`src/rtl/multi_mode_bounce_counter_pkg.sv`:
```
// Shared definitions for the multi-mode bounce counter: mode encoding and direction values.
package mmbc_pkg;

  typedef enum logic [1:0] {
    MODE_PINGPONG  = 2'd0,
    MODE_WRAP_UP   = 2'd1,
    MODE_WRAP_DOWN = 2'd2,
    MODE_ONESHOT   = 2'd3
  } mode_e;

  localparam logic DIR_UP   = 1'b1;
  localparam logic DIR_DOWN = 1'b0;

endpackage

```
`src/rtl/multi_mode_bounce_counter_if.sv`:
```
// Control/status bundle of the multi-mode bounce counter.
// The evt status line exists only when MMBC_EVT_EN is defined.
interface multi_mode_bounce_counter_if #(
  parameter int WIDTH  = 4,
  parameter int STEP_W = 2
);
  logic              enable;
  logic              flip;
  logic              load;
  logic [WIDTH-1:0]  load_val;
  logic [1:0]        mode;
  logic [STEP_W-1:0] step;
  logic [WIDTH-1:0]  max;
  logic [WIDTH-1:0]  min;
  logic [WIDTH-1:0]  out;
  logic              direction;
  logic              done;
`ifdef MMBC_EVT_EN
  logic              evt;
`endif

  modport master (
    output enable, flip, load, load_val, mode, step, max, min,
`ifdef MMBC_EVT_EN
    input  evt,
`endif
    input  out, direction, done
  );

  modport slave (
    input  enable, flip, load, load_val, mode, step, max, min,
`ifdef MMBC_EVT_EN
    output evt,
`endif
    output out, direction, done
  );
endinterface

```
`src/rtl/multi_mode_bounce_counter_step_unit.sv`:
```
// Combinational clamped step: adds or subtracts the effective step in WIDTH+1 bits and
// clamps to the active bound; hit_o flags that the result sits on that bound.
module mmbc_step_unit #(
  parameter int WIDTH  = 4,
  parameter int STEP_W = 2
) (
  input  logic [WIDTH-1:0]  val_i,
  input  logic [STEP_W-1:0] step_i,
  input  logic              up_i,
  input  logic [WIDTH-1:0]  min_i,
  input  logic [WIDTH-1:0]  max_i,
  output logic [WIDTH-1:0]  nxt_o,
  output logic              hit_o
);
  logic [WIDTH-1:0] s_w;
  logic [WIDTH:0]   sum_w;
  logic [WIDTH:0]   lim_w;

  always_comb begin
    s_w   = (step_i == '0) ? WIDTH'(1) : WIDTH'(step_i);
    sum_w = {1'b0, val_i} + {1'b0, s_w};
    lim_w = {1'b0, min_i} + {1'b0, s_w};
    nxt_o = val_i;
    if (up_i) begin
      nxt_o = (sum_w > {1'b0, max_i}) ? max_i : sum_w[WIDTH-1:0];
    end else begin
      // subtraction only taken when it cannot underflow past min
      nxt_o = ({1'b0, val_i} < lim_w) ? min_i : (val_i - s_w);
    end
    hit_o = up_i ? (nxt_o == max_i) : (nxt_o == min_i);
  end
endmodule

```
`src/rtl/multi_mode_bounce_counter.sv`:
```
// Multi-mode bounce counter: ping-pong, wrap-up, wrap-down and one-shot counting between
// runtime bounds. Define MMBC_EVT_EN to add the one-cycle reversal/wrap pulse evt.
module multi_mode_bounce_counter
  import mmbc_pkg::*;
#(
  parameter int WIDTH  = 4,
  parameter int STEP_W = 2
) (
  input logic clk,
  input logic rst_n,
  multi_mode_bounce_counter_if.slave bus
);
  logic [WIDTH-1:0] out_q, out_d;
  logic             dir_q, dir_d;
  logic             done_q, done_d;

  mode_e            mode_w;
  logic             legal_w;
  logic             advance_w;
  logic             at_bound_w;
  logic             new_dir_w;
  logic [WIDTH-1:0] nxt_w;
  logic             hit_w;

  assign mode_w    = mode_e'(bus.mode);
  assign legal_w   = (bus.min < bus.max) && (out_q >= bus.min) && (out_q <= bus.max);
  assign advance_w = !bus.load && legal_w && bus.enable;

  // In ping-pong a flip and a bound reversal cancel each other, so the direction toggles on their XOR.
  always_comb begin
    at_bound_w = 1'b0;
    new_dir_w  = dir_q;
    case (mode_w)
      MODE_PINGPONG: begin
        at_bound_w = dir_q ? (out_q == bus.max) : (out_q == bus.min);
        new_dir_w  = (at_bound_w ^ bus.flip) ? ~dir_q : dir_q;
      end
      MODE_WRAP_UP:   new_dir_w = DIR_UP;
      MODE_WRAP_DOWN: new_dir_w = DIR_DOWN;
      MODE_ONESHOT:   new_dir_w = DIR_UP;
    endcase
  end

  mmbc_step_unit #(
    .WIDTH  (WIDTH),
    .STEP_W (STEP_W)
  ) u_step (
    .val_i  (out_q),
    .step_i (bus.step),
    .up_i   (new_dir_w),
    .min_i  (bus.min),
    .max_i  (bus.max),
    .nxt_o  (nxt_w),
    .hit_o  (hit_w)
  );

  always_comb begin
    out_d  = out_q;
    dir_d  = dir_q;
    done_d = done_q;
    if (bus.load) begin
      out_d  = bus.load_val;
      dir_d  = DIR_UP;
      done_d = 1'b0;
    end else if (advance_w) begin
      case (mode_w)
        MODE_PINGPONG: begin
          out_d = nxt_w;
          dir_d = new_dir_w;
        end
        MODE_WRAP_UP: begin
          dir_d = DIR_UP;
          out_d = (out_q == bus.max) ? bus.min : nxt_w;
        end
        MODE_WRAP_DOWN: begin
          dir_d = DIR_DOWN;
          out_d = (out_q == bus.min) ? bus.max : nxt_w;
        end
        MODE_ONESHOT: begin
          // frozen once done until reset or load
          if (!done_q) begin
            out_d  = nxt_w;
            dir_d  = DIR_UP;
            done_d = hit_w;
          end
        end
      endcase
    end
  end

  always_ff @(posedge clk) begin
    if (!rst_n) begin
      out_q  <= bus.min;
      dir_q  <= DIR_UP;
      done_q <= 1'b0;
    end else begin
      out_q  <= out_d;
      dir_q  <= dir_d;
      done_q <= done_d;
    end
  end

  assign bus.out       = out_q;
  assign bus.direction = dir_q;
  assign bus.done      = done_q;

`ifdef MMBC_EVT_EN
  logic evt_q, evt_d;

  always_comb begin
    evt_d = 1'b0;
    if (advance_w) begin
      case (mode_w)
        MODE_PINGPONG:  evt_d = at_bound_w && !bus.flip;
        MODE_WRAP_UP:   evt_d = (out_q == bus.max);
        MODE_WRAP_DOWN: evt_d = (out_q == bus.min);
        MODE_ONESHOT:   evt_d = 1'b0;
      endcase
    end
  end

  always_ff @(posedge clk) begin
    if (!rst_n) begin
      evt_q <= 1'b0;
    end else begin
      evt_q <= evt_d;
    end
  end

  assign bus.evt = evt_q;
`endif
endmodule

```
`src/flat_wrapper.sv`:
```
// flat-port wrapper written by rule: the top's interface ports become plain ports
module multi_mode_bounce_counter_flat import mmbc_pkg::*;
#(
  parameter int WIDTH  = 4,
  parameter int STEP_W = 2
)
  (clk, rst_n, bus_enable, bus_flip, bus_load, bus_load_val, bus_mode, bus_step, bus_max, bus_min, bus_out, bus_direction, bus_done);
  multi_mode_bounce_counter_if #(.WIDTH(WIDTH), .STEP_W(STEP_W)) bus_i ();
  input logic clk;
  input logic rst_n;
  input wire logic [$bits(bus_i.enable)-1:0] bus_enable;
  input wire logic [$bits(bus_i.flip)-1:0] bus_flip;
  input wire logic [$bits(bus_i.load)-1:0] bus_load;
  input wire logic [$bits(bus_i.load_val)-1:0] bus_load_val;
  input wire logic [$bits(bus_i.mode)-1:0] bus_mode;
  input wire logic [$bits(bus_i.step)-1:0] bus_step;
  input wire logic [$bits(bus_i.max)-1:0] bus_max;
  input wire logic [$bits(bus_i.min)-1:0] bus_min;
  output wire logic [$bits(bus_i.out)-1:0] bus_out;
  output wire logic [$bits(bus_i.direction)-1:0] bus_direction;
  output wire logic [$bits(bus_i.done)-1:0] bus_done;
  assign bus_i.enable = bus_enable;
  assign bus_i.flip = bus_flip;
  assign bus_i.load = bus_load;
  assign bus_i.load_val = bus_load_val;
  assign bus_i.mode = bus_mode;
  assign bus_i.step = bus_step;
  assign bus_i.max = bus_max;
  assign bus_i.min = bus_min;
  assign bus_out = bus_i.out;
  assign bus_direction = bus_i.direction;
  assign bus_done = bus_i.done;
  multi_mode_bounce_counter #(.WIDTH(WIDTH), .STEP_W(STEP_W)) u_core (.clk(clk), .rst_n(rst_n), .bus(bus_i));
endmodule
```
`config.mk`:
```
export PLATFORM = sky130hd
export DESIGN_NAME = multi_mode_bounce_counter_flat
export DESIGN_NICKNAME = d
export VERILOG_FILES = /design/src/rtl/multi_mode_bounce_counter_pkg.sv /design/src/rtl/multi_mode_bounce_counter_if.sv /design/src/rtl/multi_mode_bounce_counter_step_unit.sv /design/src/rtl/multi_mode_bounce_counter.sv /design/src/flat_wrapper.sv
export SDC_FILE = /design/constraint.sdc
export NUM_CORES = 1
export LEC_CHECK = 0
export CAP_MARGIN = 20
export CORE_UTILIZATION = 40
export CTS_CLUSTER_SIZE = 16
export DETAILED_ROUTE_END_ITERATION = 8
export GPL_TIMING_DRIVEN = 0
export PLACE_DENSITY = 0.65
export SLEW_MARGIN = 20
export SYNTH_ARGS = -nofsm -noshare
export SYNTH_HDL_FRONTEND = slang
export SYNTH_SLANG_ARGS = --single-unit
```
`constraint.sdc`:
```
create_clock -name clk -period 10.1 [get_ports clk]
set_clock_uncertainty 0.05 [all_clocks]
set_input_delay 1.515 -clock clk [delete_from_list [all_inputs] [get_ports clk]]
set_output_delay 1.515 -clock clk [all_outputs]
set_load 0.1 [all_outputs]
```
==> results.md, run 1 <==
* WL met2 at 1.81 mm
* M1 wire length at 1.98 mm
* Vias in the first global route at 1335
* H-tree level count at 1
* CP required at 10010 ps
* CTS resizes at 0
* Post-CTS Setup Bufs at 0
* Fill count at 375
* PwrDens at 130 nW/um2
* GRT overflow at 0
* Clk slew on worst S/H paths at 40 ps
* Die footprint at 4140 um2
* Syn_nets at 238
* Fin crit period at 5330 ps
* MaxCap Viol Count at 0
* Status: finished clean
* FFs w/ async S/R, synth at 0%
* Most common cell after layout, fill and taps aside: ha_1
* Top sig layer: met4
* Synth area leader: ha_1
* Slew @ Worst Pin at 961 ps
* Worst vdd ir at 0.000111 V
* Inserted Clock Buffers at 3
* Layout area overhead at 22.2%
* Ant diodes at 0
* Synth Area in Adders at 24.5%
* Nets at 267
* Most used cell along the critical path: ha_1
* Mux cell area share after synthesis at 5.79%
* Post-Syn Area at 1560 um2
* FF-to-FF Start: u_core.bus.out[1]
* First-pass GRT wire length at 6.51 mm
* Top-area cell type share of the netlist area at 22.5%
* Cell depth of the worst setup path at 15
* Vias/cell at 5.55
* Crit path largest cell delay at 610 ps
* Num rows at 22
* Root Buffer: clkbuf_8
* Setup TNS at 0 ps
* Gr usage total at 20.2%
* Longest Clk Path Bufs at 2
* Metal3 WL at 143 um
* Die Y at 64.4 um
* Fmax at 0.188 GHz
* DR pass1 iterations at 4
* Period utilization at 52.8%
* DRC at 0
* Most frequent cells in the layout: ha_1, clkdlybuf4s50_1, inv_1
* Later-pin clock latency in the skew report at 220 ps
* Setup crit start kind: input pin
* Distinct cells, synth at 51
* EDFF count, synth at 4
* Leakage at 0.810 nW
* Flops & latches, synth at 6
* Post-Synth XOR/XNOR Area at 7.32%
* Largest net degree at the start of global routing at 11
* Initial DRC count at 64
* Final WL at 3.94 mm
* Top post-synthesis cells by area: ha_1, edfxtp_1, mux2i_1
* Main combinational cell family by area after synthesis: compound AO/OA/AOI/OAI gates
* CP max-delay cell: clkdlybuf4s50_1
* Routed length per instance at 14.9 um
* Capture point of the worst reg-to-reg path: u_core.bus.out[1]
* CTS tree: done
* CP endpoint: u_core.bus.out[1]
* Synth Area per Inst at 8.27 um2
* Seq/Total Area, Yosys at 10.3%
* Clock sink total at 6
* Final setup vio count at 0
* CP bufs+invs at 3
* CP cell instances: clkdlybuf4s50_1, inv_1, ha_1, inv_1, ha_1, a21oi_1, xnor2_1, ha_1, and3b_4, a2111oi_4, o22ai_1, mux2i_1, mux2i_1, a221oi_1, o22ai_1
* Min-Delay Path Class: register to register
* WS Path Type: input pin to register
* IO buf count at 24
* Final hold vios at 0
* Compound-Gate Fraction of Synth Area at 25.0%
* Worst setup EP type: register
* Top FF cell, synth: edfxtp_1
* Fin. max-slew vios at 0
* I/O pins at 27
* HPWL after DPL at 3.20 mm
* CORE AREA at 3690 um2
* Critical Path Start: bus_step[1]
* Die W at 64.4 um
* GP Congestion at 0.853
* RSZ-0062 raised after global routing: no
* Antenna violations before repair at 0
* Share of cells above drive strength 1 at 6.94%
* Relative max-transition margin at 35.7%
* Final ANT Viol Nets at 0
* Initial Util at 42.2%
* Post-Syn Instances at 188
* Crit path max-delay family: compound AO/OA/AOI/OAI gates
* Vias at 1466
* Synth Area in Simple Gates at 21.3%
* CP arrival at 5240 ps
* CP Max Fanout at 7
* Worst Hold Margin at 462 ps
* Hold buffers post-CTS at 0
* R2R setup slack at 6180 ps
* R2r worst-path depth at 13
* Yosys warning count at 0
registers in the layout, summed over array words and instances (netlist names):
| register | count |
|---|---|
| u_core.bus.out | 4 |
| u_core.bus.direction | 1 |
| u_core.bus.done | 1 |
where the power goes:
| group | switching, mW | total (mW) | internal (mW) |
|---|---|---|---|
| registers | 0.00562 | 0.0351 | 0.0295 |
| logic | 0.0985 | 0.173 | 0.0746 |
| clock network | 0.0110 | 0.0382 | 0.0272 |
worst register-to-register path, stage by stage, from the launching register on:
cell and delay [ps]:
edfxtp_1 550, ha_1 400, inv_1 60, ha_1 170
a21oi_1 270, xnor2_1 170, ha_1 300, and3b_4 210
a2111oi_4 390, o22ai_1 290, mux2i_1 210, mux2i_1 100
a221oi_1 360, o22ai_1 140
worst min-delay path by stage:
stage,cells past startpoint,slack (ps),from,to
3_5_place_dp,2,440,u_core.bus.done,u_core.bus.done
6_report,2,460,u_core.bus.done,u_core.bus.done
5_1_grt,2,480,u_core.bus.done,u_core.bus.done
2_1_floorplan,2,880,u_core.bus.done,u_core.bus.done
4_1_cts,2,450,u_core.bus.done,u_core.bus.done
3_3_place_gp,2,470,u_core.bus.done,u_core.bus.done
cells in the mapped netlist, types with 3 or more instances:
master    instances
xor2_1            4
xnor2_1           9
clkbuf_1          3
nand2_1          11
a31oi_1           4
buf_2             3
o22ai_1           3
mux2i_1           9
edfxtp_1          4
ha_1             28
o21a_1            4
nand4_1           3
nor2_1            6
a21oi_1           5
nand2b_1          3
nand3_1           4
o21ai_0          13
inv_1            17
nor3_1            6
a21o_1            4
nor2b_1           6
cell type report:
class	instances	area, um2	area share (%)
Multi-Input combinational cell	159	1310	68.7
Timing Repair Buffer	24	240	12.6
Sequential cell	6	160	8.43
Inverter	17	63.8	3.36
Tap cell	48	60.1	3.16
Clock buffer	4	45.0	2.37
Buffer	6	26.3	1.38
stage by stage:
step           cell area (um2)  power (mW)  std cells  utilization [%]  setup slack, ps
3_5_place_dp              1860       0.207        260             50.3             4540
3_3_place_gp              1860       0.206        260             50.3             4560
2_1_floorplan             1560       0.167        188                -             5600
5_1_grt                   1900       0.269        264             51.5             4500
6_report                  1900       0.246        264             51.5             4770
4_1_cts                   1900       0.247        264             51.5             4760
per-layer routing:
layer	global-route usage (%)	vias up
met3	2.68	2
li1	-	761
met1	28.3	669
met5	0	-
met4	1.67	0
met2	33.7	34
kinds of logic (layout without fill, tap and decap cells):
| logic type | after synthesis | after routing |
|---|---|---|
| buffers and inverters | 23 | 51 |
| adder cells (fa/ha/maj) | 30 | 30 |
| AO/OA/AOI/OAI | 52 | 52 |
| AND/OR/NAND/NOR | 55 | 55 |
| flip-flops | 6 | 6 |
| XOR/XNOR | 13 | 13 |
| multiplexers | 9 | 9 |
No activity file was read; power rests on OpenSTA's default activity.
==> run 2, diff against run 1 <==
--- a/config.mk
+++ b/config.mk
@@ -10,7 +10,7 @@
 export CTS_CLUSTER_SIZE = 16
 export DETAILED_ROUTE_END_ITERATION = 8
 export GPL_TIMING_DRIVEN = 0
-export PLACE_DENSITY = 0.65
+export PLACE_DENSITY = 0.68
 export SLEW_MARGIN = 20
 export SYNTH_ARGS = -nofsm -noshare
 export SYNTH_HDL_FRONTEND = slang
==> constraint.sdc (replaced) <==
create_clock -name clk -period 4.4 [get_ports clk]
set_clock_uncertainty 0.05 [all_clocks]
set_input_delay 0.66 -clock clk [delete_from_list [all_inputs] [get_ports clk]]
set_output_delay 0.66 -clock clk [all_outputs]
set_load 0.1 [all_outputs]
==> results.md, run 2 (synthesis results as in run 1) <==
* Vias in the first global route at 1361 (was 1335)
* First-pass GRT wire length at 6.51 mm (about the same)
* Clk slew on worst S/H paths at 40 ps (about the same)
* Most frequent cells in the layout: ha_1, clkdlybuf4s50_1, inv_1 (unchanged)
* CP required at 4310 ps (was 10010 ps)
* Post-CTS Setup Bufs at 0 (unchanged)
* Status: finished clean (unchanged)
* GRT overflow at 0 (unchanged)
* DR pass1 iterations at 4 (unchanged)
* Inserted Clock Buffers at 3 (unchanged)
* Slew @ Worst Pin at 968 ps (was 961 ps)
* Placed cell area at 1860 um2 (unchanged)
* Initial Util at 42.2% (unchanged)
* Worst Hold Margin at 492 ps (was 462 ps)
* Ant diodes at 0 (unchanged)
* Relative max-transition margin at 35.2% (was 35.7%)
* Pwr Total at 0.575 mW (was 0.246 mW)
* Sequential Area at 160 um2 (unchanged)
* Vias at 1515 (was 1466)
* CP arrival at 4060 ps (was 5240 ps)
* PwrDens at 301 nW/um2 (was 130 nW/um2)
* Final setup margin at 251 ps (was 4770 ps)
* Antenna violations before repair at 0 (unchanged)
* Setup crit start kind: input pin (unchanged)
* Leakage at 0.814 nW (was 0.810 nW)
* Initial DRC count at 81 (was 64)
* Min-Delay Path Class: register to register (unchanged)
* CORE AREA at 3690 um2 (unchanged)
* CP max-delay cell: a2111oi_4 (was clkdlybuf4s50_1)
* RSZ-0062 raised after global routing: no (unchanged)
* CP cell instances: dlygate4sd2_1, inv_1, ha_1, inv_1, ha_1, a21oi_2, xnor2_1, ha_1, and3b_4, a2111oi_4, nor3_2, a311oi_2, mux2i_1, a221oi_1, o22ai_1 (was clkdlybuf4s50_1, inv_1, ha_1, inv_1, ha_1, a21oi_1, xnor2_1, ha_1, and3b_4, a2111oi_4, o22ai_1, mux2i_1, mux2i_1, a221oi_1, o22ai_1)
* Final WL at 4.06 mm (was 3.94 mm)
* Final setup vio count at 0 (unchanged)
* Fin crit period at 4150 ps
* CP Max Fanout at 7 (unchanged)
* CTS tree: done (unchanged)
* Worst vdd ir at 0.000201 V (was 0.000111 V)
* I/O pins at 27 (unchanged)
* Area occupied by multi-input gates at 1320 um2 (was 1310 um2)
* Final hold vios at 0 (unchanged)
* Design Area, Final at 1910 um2 (was 1900 um2)
* Worst setup EP type: register (unchanged)
* Die Y at 64.4 um (unchanged)
* IO buf count at 24 (unchanged)
* Largest register FFs at 4 (unchanged)
* Setup TNS at 0 ps (unchanged)
* Vias/cell at 5.74 (was 5.55)
* Crit path largest cell delay at 400 ps (was 610 ps)
* WS Path Type: input pin to register (unchanged)
* DRC at 0 (unchanged)
* Fill count at 381 (was 375)
* Layout area overhead at 22.8% (was 22.2%)
* HPWL after DPL at 3.19 mm (was 3.20 mm)
* Fin. max-slew vios at 0 (unchanged)
* Die W at 64.4 um (unchanged)
* Most common cell after layout, fill and taps aside: ha_1 (unchanged)
* Most used cell along the critical path: ha_1 (unchanged)
* Finished Layout Cells at 264 (unchanged)
* Later-pin clock latency in the skew report at 230 ps (was 220 ps)
* Routed length per instance at 15.4 um (was 14.9 um)
* Nets at 267 (unchanged)
* Num rows at 22 (unchanged)
* Hold path depth at 2 (unchanged)
* Period utilization at 94.3%
* R2r worst-path depth at 13 (unchanged)
* Final ANT Viol Nets at 0 (unchanged)
* Placed cell count at 260 (unchanged)
* Gr usage total at 20.3% (was 20.2%)
* Final core occ at 51.8% (was 51.5%)
* Root Buffer: clkbuf_8 (unchanged)
* Largest net degree at the start of global routing at 11 (unchanged)
* Die footprint at 4140 um2 (unchanged)
* Longest Clk Path Bufs at 2 (unchanged)
* Share of cells above drive strength 1 at 7.87% (was 6.94%)
* H-tree level count at 1 (unchanged)
* Hold buffers post-CTS at 0 (unchanged)
* Fmax at 0.241 GHz
* DP Worst Slack at -307 ps (was 4540 ps)
* GP Congestion at 0.874 (was 0.853)
* MaxCap Viol Count at 0 (unchanged)
* Clock sink total at 6 (unchanged)
## run 2: where the power goes
part / switching, mW / internal (mW) / total, mW
logic: 0.229 / 0.173 / 0.403
clock network: 0.0288 / 0.0628 / 0.0915
registers: 0.0136 / 0.0676 / 0.0812
total: 0.272 / 0.304 / 0.575
## run 2: per-layer routing
layer  global-route usage [%]  vias to the layer above  part of all wire (%)
met1                     26.3                      705                    47
met2                     35.7                       44                    48
met4                     5.56                        0                  0.64
met5                        0                        -                     0
li1                         -                      763                     -
met3                     1.43                        3                   4.5
## run 2: path summary, 6_finish.rpt
path	startpoint	end	slack, ps
worst max-delay path	bus_step[1]	u_core.bus.out[2]	250
worst min-delay path	u_core.bus.done	u_core.bus.done	490
worst max register to register	u_core.bus.out[1]	u_core.bus.out[2]	530
worst min register to register	u_core.bus.done	u_core.bus.done	490
## run 2: repair_timing
item                                   4_1_cts  5_1_grt
setup endpoints to repair                    3        0
endpoints found under the hold margin        0        0
resized for setup                            3        0
## run 2: final cells by class
cell class                      count  share of cell area (%)
Multi-Input combinational cell    159                    68.9
Timing Repair Buffer               24                    12.5
Sequential cell                     6                    8.39
Inverter                           17                    3.34
Tap cell                           48                    3.15
Clock buffer                        4                    2.36
Buffer                              6                    1.38
## run 2: worst max-delay path: cells and delay by family
family | cells | cell delay [ps]
AND/OR/NAND/NOR | 2 | 300
multiplexers | 1 | 150
adder cells (fa/ha/maj) | 3 | 810
buffers and inverters | 3 | 530
XOR/XNOR | 1 | 150
AO/OA/AOI/OAI | 5 | 1440
==> run 3, diff against run 2 <==
--- a/config.mk
+++ b/config.mk
@@ -5,7 +5,8 @@
 export SDC_FILE = /design/constraint.sdc
 export NUM_CORES = 1
 export LEC_CHECK = 0
-export CAP_MARGIN = 20
+export CAP_MARGIN = 10
+export CORE_MARGIN = 5
 export CORE_UTILIZATION = 40
 export CTS_CLUSTER_SIZE = 16
 export DETAILED_ROUTE_END_ITERATION = 8
==> results.md, run 3 (synthesis results as in run 1) <==
* Final hold vios at 0 (unchanged)
* Capture point of the worst reg-to-reg path: u_core.bus.out[2] (unchanged)
* First-pass GRT wire length at 6.97 mm (was 6.51 mm)
* DRC at 0 (unchanged)
* Initial DRC count at 93 (was 81)
* Ant diodes at 0 (unchanged)
* RSZ-0062 raised after global routing: no (unchanged)
* Final setup vio count at 0 (unchanged)
* Hold path depth at 2 (unchanged)
* Period utilization at 94.3% (about the same)
* DP Worst Slack at -287 ps (was -307 ps)
* DR pass1 iterations at 4 (unchanged)
* Vias/cell at 5.68 (was 5.74)
* Die W at 72.4 um (was 64.4 um)
* GRT overflow at 0 (unchanged)
* Worst vdd ir at 0.000219 V (was 0.000201 V)
* Clk slew on worst S/H paths at 40 ps (about the same)
* CP Max Fanout at 4 (was 7)
* Min-Delay Path Class: register to register (unchanged)
* Post-CTS Setup Bufs at 0 (unchanged)
* Fin. max-slew vios at 0 (unchanged)
* Routed length per instance at 16.0 um (was 15.4 um)
* I/O pins at 27 (unchanged)
* Slew @ Worst Pin at 975 ps (was 968 ps)
* Fin crit period at 4150 ps (about the same)
* Setup crit start kind: input pin (unchanged)
* Nets at 267 (unchanged)
* Design Area, Final at 1910 um2 (about the same)
* Setup TNS at 0 ps (unchanged)
* Most frequent cells in the layout: ha_1, clkdlybuf4s50_1, inv_1 (unchanged)
* Layout area overhead at 22.5% (was 22.8%)
* Fmax at 0.241 GHz (about the same)
* Inserted Clock Buffers at 3 (unchanged)
* Worst setup EP type: register (unchanged)
* Hold buffers post-CTS at 0 (unchanged)
* CP arrival at 4060 ps (about the same)
* GP Congestion at 0.840 (was 0.874)
* CP required at 4310 ps (about the same)
* Largest net degree at the start of global routing at 11 (unchanged)
* Gr usage total at 16.8% (was 20.3%)
* Vias in the first global route at 1446 (was 1361)
* CTS tree: done (unchanged)
* MaxCap Viol Count at 0 (unchanged)
* Initial Util at 41.9% (was 42.2%)
* Root Buffer: clkbuf_8 (unchanged)
* Share of cells above drive strength 1 at 8.33% (was 7.87%)
* Largest register FFs at 4 (unchanged)
* WHS Endpoint: u_core.bus.done (unchanged)
* Die footprint at 5240 um2 (was 4140 um2)
* R2R setup slack at 470 ps (was 530 ps)
* Leakage at 0.813 nW (was 0.814 nW)
* Fill count at 391 (was 381)
* Vias at 1500 (was 1515)
* CORE AREA at 3720 um2 (was 3690 um2)
* WS Path Type: input pin to register (unchanged)
* Placed cell area at 1860 um2 (unchanged)
* Num rows at 22 (unchanged)
* HPWL after DPL at 3.35 mm (was 3.19 mm)
* Most common cell after layout, fill and taps aside: ha_1 (unchanged)
* R2r worst-path depth at 13 (unchanged)
* FF-to-FF Start: u_core.bus.out[1] (unchanged)
* Status: finished clean (unchanged)
* Final setup margin at 249 ps (was 251 ps)
* H-tree level count at 1 (unchanged)
* Final ANT Viol Nets at 0 (unchanged)
* Hold Path Origin: u_core.bus.done (unchanged)
* Later-pin clock latency in the skew report at 230 ps (about the same)
* Antenna violations before repair at 0 (unchanged)
* IO buf count at 24 (unchanged)
* Final WL at 4.23 mm (was 4.06 mm)
* PwrDens at 303 nW/um2 (was 301 nW/um2)
* Relative max-transition margin at 34.8% (was 35.2%)
* Clock sink total at 6 (unchanged)
* Die Y at 72.4 um (was 64.4 um)
* Longest Clk Path Bufs at 2 (unchanged)
[run 3: timing repair]
item	4_1_cts	5_1_grt
resized for setup	3	2
endpoints found under the hold margin	0	0
setup endpoints to repair	2	2
gates cloned	0	0
[run 3: worst max-delay path by stage]
stage,startpoint,endpoint,slack [ps],cells past startpoint
global route,bus_step[0],u_core.bus.out[2],3,14
finish,bus_step[0],u_core.bus.out[2],250,14
detailed placement,bus_step[1],u_core.bus.out[1],-290,15
CTS,bus_step[1],u_core.bus.out[2],250,15
global placement,bus_step[1],u_core.bus.out[1],-250,15
floorplan,u_core.bus.out[1],u_core.bus.out[0],400,13
[run 3: routing by layer]
metal  track usage, %  part of all wire (%)  vias to the layer above
met5                0                     0                        -
met4             3.55                  0.71                        0
met3             2.08                   4.9                        5
met2             29.2                    48                       42
met1             22.0                    46                      695
li1                 -                     -                      758
[run 3: area by class of cell]
cell class	instances	area (um2)	share of cell area (%)
buffer	6	26.3	1.38
clock buffer	4	45.0	2.36
inverter	17	63.8	3.35
multi-input combinational	159	1320	69.0
sequential	6	160	8.40
tap	48	60.1	3.15
timing repair buffer	24	235	12.3
[run 3: power breakdown]
group	internal (mW)	leakage [nW]	switching [mW]	total, mW
logic	0.174	0.732	0.233	0.407
registers	0.0677	0.0575	0.0135	0.0812
clock network	0.0625	0.0228	0.0260	0.0884
total	0.304	0.813	0.272	0.577
[run 3: critical path: stages]
cell and delay (ps):
clkdlybuf4s50_1 390, nand2b_1 180, ha_1 230, ha_1 220, a21oi_2 210, xnor2_1 160
ha_1 300, and3b_4 210, a2111oi_4 420, nor3_2 90, a311oi_2 320, mux2i_1 140
a221oi_1 390, o22ai_1 130
[run 3: per-stage QoR]
step	std cells	hold slack (ps)	util, %	power [mW]
2_1_floorplan	188	838	-	0.383
3_3_place_gp	260	469	49.9	0.472
3_5_place_dp	260	442	49.9	0.479
4_1_cts	264	456	51.4	0.575
5_1_grt	264	517	51.3	0.623
6_report	264	465	51.3	0.577
